## src/rtl/seq_restoring_divider.sv

```systemverilog
// Multi-cycle restoring divider: one trial subtraction per clock, N clocks per divide.
// Optional two's-complement operands when SIGNED_DIV_EN is defined.
module seq_restoring_divider #(
    parameter int N = 32
) (
    input  logic         clk,
    input  logic         rst_n,
    input  logic         start,
    input  logic [N-1:0] dividend,
    input  logic [N-1:0] divisor,
    output logic         busy,
    output logic         done,
    output logic [N-1:0] quotient,
    output logic [N-1:0] remainder,
    output logic         div_by_zero
);
    localparam int CW = $clog2(N);

    typedef enum logic [1:0] {IDLE, RUN, DONE} state_t;
    state_t state, state_nxt;

    logic [N-1:0]  r, q, d;
    logic [CW-1:0] cnt;
    logic          accept, last;
    logic [N:0]    t;
    logic [N-1:0]  r_step, q_step, a_mag, b_mag, q_fin, r_fin;

    assign accept = start && (state != RUN);
    assign last   = (cnt == '0);
    assign busy   = (state == RUN);
    assign done   = (state == DONE);

    // The borrow of the (N+1)-bit trial subtract decides restore; a kept
    // remainder is always < D, so N stored bits of R are enough.
    always_comb begin
        t = {r, q[N-1]} - {1'b0, d};
        if (!t[N]) begin
            r_step = t[N-1:0];
            q_step = {q[N-2:0], 1'b1};
        end else begin
            r_step = {r[N-2:0], q[N-1]};
            q_step = {q[N-2:0], 1'b0};
        end
    end

`ifdef SIGNED_DIV_EN
    logic neg_q, neg_r;

    assign a_mag = dividend[N-1] ? -dividend : dividend;
    assign b_mag = divisor[N-1]  ? -divisor  : divisor;
    // Truncation toward zero; most-negative / -1 wraps back to most-negative.
    assign q_fin = neg_q ? -q_step : q_step;
    assign r_fin = neg_r ? -r_step : r_step;

    always_ff @(posedge clk or negedge rst_n) begin
        if (!rst_n) begin
            neg_q <= 1'b0;
            neg_r <= 1'b0;
        end else if (accept) begin
            neg_q <= dividend[N-1] ^ divisor[N-1];
            neg_r <= dividend[N-1];
        end
    end
`else
    assign a_mag = dividend;
    assign b_mag = divisor;
    assign q_fin = q_step;
    assign r_fin = r_step;
`endif

    always_ff @(posedge clk or negedge rst_n) begin
        if (!rst_n) state <= IDLE;
        else        state <= state_nxt;
    end

    always_comb begin
        state_nxt = state;
        case (state)
            IDLE, DONE: begin
                if (accept) state_nxt = (divisor == '0) ? DONE : RUN;
                else        state_nxt = IDLE;
            end
            RUN:     if (last) state_nxt = DONE;
            default: state_nxt = IDLE;
        endcase
    end

    always_ff @(posedge clk or negedge rst_n) begin
        if (!rst_n) begin
            r           <= '0;
            q           <= '0;
            d           <= '0;
            cnt         <= '0;
            quotient    <= '0;
            remainder   <= '0;
            div_by_zero <= 1'b0;
        end else if (accept) begin
            if (divisor == '0) begin
                quotient    <= '1;
                remainder   <= dividend;
                div_by_zero <= 1'b1;
            end else begin
                r   <= '0;
                q   <= a_mag;
                d   <= b_mag;
                cnt <= CW'(N - 1);
            end
        end else if (state == RUN) begin
            r <= r_step;
            q <= q_step;
            if (last) begin
                quotient    <= q_fin;
                remainder   <= r_fin;
                div_by_zero <= 1'b0;
            end else begin
                cnt <= cnt - CW'(1);
            end
        end
    end
endmodule

```

## config.mk

```make
export PLATFORM = sky130hd
export DESIGN_NAME = seq_restoring_divider
export DESIGN_NICKNAME = d
export VERILOG_FILES = /design/src/rtl/seq_restoring_divider.sv
export SDC_FILE = /design/constraint.sdc
export NUM_CORES = 1
export LEC_CHECK = 0
export CAP_MARGIN = 20
export CORE_ASPECT_RATIO = 0.6
export CORE_MARGIN = 3
export CORE_UTILIZATION = 45
export CTS_CLUSTER_SIZE = 40
export DETAILED_ROUTE_END_ITERATION = 8
export GPL_TIMING_DRIVEN = 0
export PLACE_DENSITY = 0.67
export SYNTH_ARGS = -nofsm -noshare
export SYNTH_HDL_FRONTEND = slang
export SYNTH_SLANG_ARGS = --single-unit
```

## constraint.sdc

```tcl
create_clock -name clk -period 3.2 [get_ports clk]
set_clock_uncertainty 0.1 [all_clocks]
set_input_delay 0.64 -clock clk [delete_from_list [all_inputs] [get_ports clk]]
set_output_delay 0.64 -clock clk [all_outputs]
set_load 0.02 [all_outputs]
```

==> flow_metrics.env <==
export IMPL_antenna_found_initial=0
export IMPL_slew_violations=0
export IMPL_rows=39
export IMPL_worstPathArrival_ns=3.40
export IMPL_synth_seq_area_share=0.462
export IMPL_die_h_um=116
export IMPL_initial_core_util=0.469
export IMPL_drt_iter0_markers=820
export IMPL_finalHoldViolCount=0
export IMPL_drive_gt1_frac=0.159
export IMPL_fmax_mhz=311
export IMPL_synth_largest_area_cell="dfrtp_1"
export IMPL_place_detailed_hpwl_um=21700
export IMPL_r2r_start="d[5]$_DFFE_PN0P_"
export IMPL_htree_levels=4
export IMPL_peakVddDrop_uv=509
export IMPL_cpMostUsedCell="a211o_1"
export IMPL_tightest_slew_ns=0.908
export IMPL_power_frac_clock=0.150
export IMPL_avgViaCountPerCell=5.74
export IMPL_worstSetupPathType="register to register"
export IMPL_synth_top_area_share=0.462
export IMPL_synth_area_leaders="dfrtp_1 (46%), o21ai_0 (5.3%), mux2i_1 (4.8%)"
export IMPL_start_kind="register"
export IMPL_rsz0062_at_grt="true"
export IMPL_fin_nets=1275
export IMPL_syn_area_mm2=0.00910
export IMPL_cts_tree="yes"
export IMPL_track_usage=0.267
export IMPL_grt_max_degree=90
export IMPL_ys_seq_elements=168
export IMPL_crit_fanout=8
export IMPL_clk_pin_slew_ns=0.06
export IMPL_synth_fp_nets=1102
export IMPL_drtAntennaViolNets=0
export IMPL_fin_crit_sh=1.00
export IMPL_internal_power_uw=7560
export IMPL_cpMaxStageDelayCell="dfrtp_1"
export IMPL_layout_setup_ws_ns=-0.0145
export IMPL_crit_chain="inv_2 > ha_4 > a21o_1 > a211o_1 > o22a_2 > a211o_1 > a211o_1 > o211ai_2 > buf_6 > buf_12 > mux2i_4 > a21oi_2"
export IMPL_power_frac_comb=0.594
export IMPL_coreArea_mm2=0.0194
export IMPL_power_density_mw_per_mm2=1130
export IMPL_routed_wl_um=29500
export IMPL_yosysMostFrequentCell="dfrtp_1"
export IMPL_slew_limit_headroom=0.395
export IMPL_grt_overflow=0
export IMPL_critPathTopFamily="compound AO/OA/AOI/OAI gates"
export IMPL_failed_checks="negative setup slack"
export IMPL_static_leakage_power_uw=0.00494
export IMPL_vias=8328
export IMPL_p_sw_uw=6160
export IMPL_avgSynthCellArea_um2=9.10
export IMPL_drc=0
export IMPL_finalSetupViolCount=2
export IMPL_cts_hold_buf=0
export IMPL_postLayoutCoreUtil=0.627
export IMPL_swShare=0.449
export IMPL_synthCells=1000
export IMPL_cp_buffers_inverters=3
export IMPL_crit_required_ns=3.38
export IMPL_die_w_um=190
export IMPL_cts_buffers=17
export IMPL_synth_edff_count=0
export IMPL_drt_first_pass_iters=7
export IMPL_hp_class="primary input to async pin"
export IMPL_grt_pass1_vias=7775
export IMPL_wl_per_cell_um=20.3
export IMPL_worstSetupStartpoint="d[5]$_DFFE_PN0P_"
export IMPL_numPortBuffers=133
export IMPL_yosysWarnings=0
export IMPL_io_pins=134
export IMPL_max_cap_violations=0
export IMPL_cts_root_buf="clkbuf_16"
export IMPL_gp_congestion=0.950
export IMPL_status="finished, violations left"
export IMPL_grt_pass1_wl_um=45200
export IMPL_clockBufferDepth=2
export IMPL_dp_slack_ns=-1.58
export IMPL_yosysUniqueCellTypes=54
export IMPL_antenna_cells=0
export IMPL_cts_sinks=168
export IMPL_cpPeakStageDelay_ns=0.40
export IMPL_area_growth_pct=33.7
export IMPL_insertion_delay_ns=0.43
export IMPL_p_total_uw=13700
export IMPL_synth_common_cells="dfrtp_1 (168), nor2_1 (112), nand2_1 (110), o21ai_0 (96), a21oi_1 (75)"
export IMPL_ys_flop_type="dfrtp_1"
export IMPL_die_area_mm2=0.0220
export IMPL_fin_crit_ns=3.21
export IMPL_sequentialPowerShare=0.257
export IMPL_worstSetupEndpointType="register"
export IMPL_async_reset_ff_frac=1.00
registers in the layout, indices dropped and copies added (netlist names):
register	count
r	32
d	32
quotient	32
cnt	5
div_by_zero	1
state	2
q	32
remainder	32
final timing paths:
path / depth (start not counted) / end / slack [ns]
max in group asynchronous: 2 / r[17]$_DFFE_PN0P_ / 2.05
worst min-delay path: 1 / quotient[24]$_DFFE_PN0P_ / 0.07
worst max register to register: 12 / remainder[19]$_DFFE_PN0P_ / -0.01
min in group clk: 2 / div_by_zero$_DFFE_PN0P_ / 0.39
worst min register to register: 2 / div_by_zero$_DFFE_PN0P_ / 0.39
worst max-delay path: 12 / remainder[19]$_DFFE_PN0P_ / -0.01
cell families (layout without fill, tap and decap cells):
logic type	count (synthesis)	after routing	share of synthesized area
simple gates	339	339	0.166
compound gates	254	254	0.159
flops	168	168	0.462
buf+inv	97	282	0.0452
mux	79	79	0.0917
fa+ha+maj	35	35	0.0489
xor+xnor	28	28	0.0269
power by group through the flow:
stage                     combinational [µW]  sequential [µW]  clock [µW]
after global placement                  6410             3460           0
after global routing                    8820             3610        2170
after floorplan                         4530             3420           0
after CTS                               7110             3470        2070
after detailed placement                6480             3470           0
final                                   8140             3520        2060
through the flow:
stage	setup TNS (ns)	cell area (µm²)	instances	hold slack, ns
finish	-0.0227	12200	1451	0.0683
global route	-1.07	12200	1451	0.111
CTS	-0.800	11700	1439	0.109
detailed placement	-197.83	10800	1400	0.377
global placement	-1172.31	10800	1399	0.363
floorplan	0	9100	1000	0.244
worst register-to-register path, cell delays in order, from the launching register on:
cell	delay [ns]
dfrtp_1	0.40
inv_2	0.08
ha_4	0.21
a21o_1	0.16
a211o_1	0.27
o22a_2	0.26
a211o_1	0.37
a211o_1	0.29
o211ai_2	0.10
buf_6	0.21
buf_12	0.17
mux2i_4	0.37
a21oi_2	0.10
cells in the final DEF, fill, tap and decap left out, types with 4 or more instances in the layout:
| cell | n |
|---|---|
| a211o_1 | 4 |
| clkbuf_4 | 5 |
| clkbuf_16 | 19 |
| o211ai_1 | 7 |
| buf_12 | 5 |
| clkdlybuf4s50_1 | 130 |
| nand2b_1 | 6 |
| buf_4 | 18 |
| nand3_1 | 10 |
| dfrtp_1 | 167 |
| o21ai_0 | 90 |
| ha_1 | 29 |
| nand2_1 | 108 |
| mux2_2 | 35 |
| clkinv_2 | 4 |
| mux2i_1 | 32 |
| a31oi_1 | 7 |
| or3_1 | 21 |
| or3_4 | 5 |
| clkinvlp_4 | 5 |
| a21oi_2 | 17 |
| nand4_1 | 8 |
| a21oi_1 | 57 |
| mux2i_4 | 11 |
| nor2_1 | 106 |
| clkbuf_1 | 30 |
| nor2b_1 | 5 |
| o21ai_1 | 22 |
| xor2_1 | 12 |
| buf_6 | 5 |
| inv_1 | 39 |
| nor3_1 | 38 |
| clkbuf_2 | 6 |
| a21o_1 | 11 |
| xnor2_1 | 16 |
| o21a_1 | 4 |
| nor4_1 | 6 |
repair_timing:
item,in CTS,in global routing
setup endpoints to repair,169,156
cloned,1,2
gates resized for setup,63,82
buffers inserted,9,11
pin swaps,9,19
area by class of cell:
type,instances,area (µm²)
Fill cell,1660,7250
Multi-Input combinational cell,735,4970
Sequential cell,168,4210
Timing Repair Buffer,157,1620
Clock buffer,19,443
Tap cell,266,333
Buffer,52,310
Inverter,42,161
Clock inverter,12,128
metal layers:
| layer | vias to the layer above | part of all wire | track usage |
|---|---|---|---|
| li1 | 3856 | - | - |
| met1 | 4099 | 0.50 | 0.425 |
| met2 | 354 | 0.40 | 0.362 |
| met3 | 19 | 0.098 | 0.0810 |
| met4 | 0 | 0.0050 | 0.0344 |
| met5 | - | 0 | 0 |
Note: power is estimated with default switching activity, not from simulation.
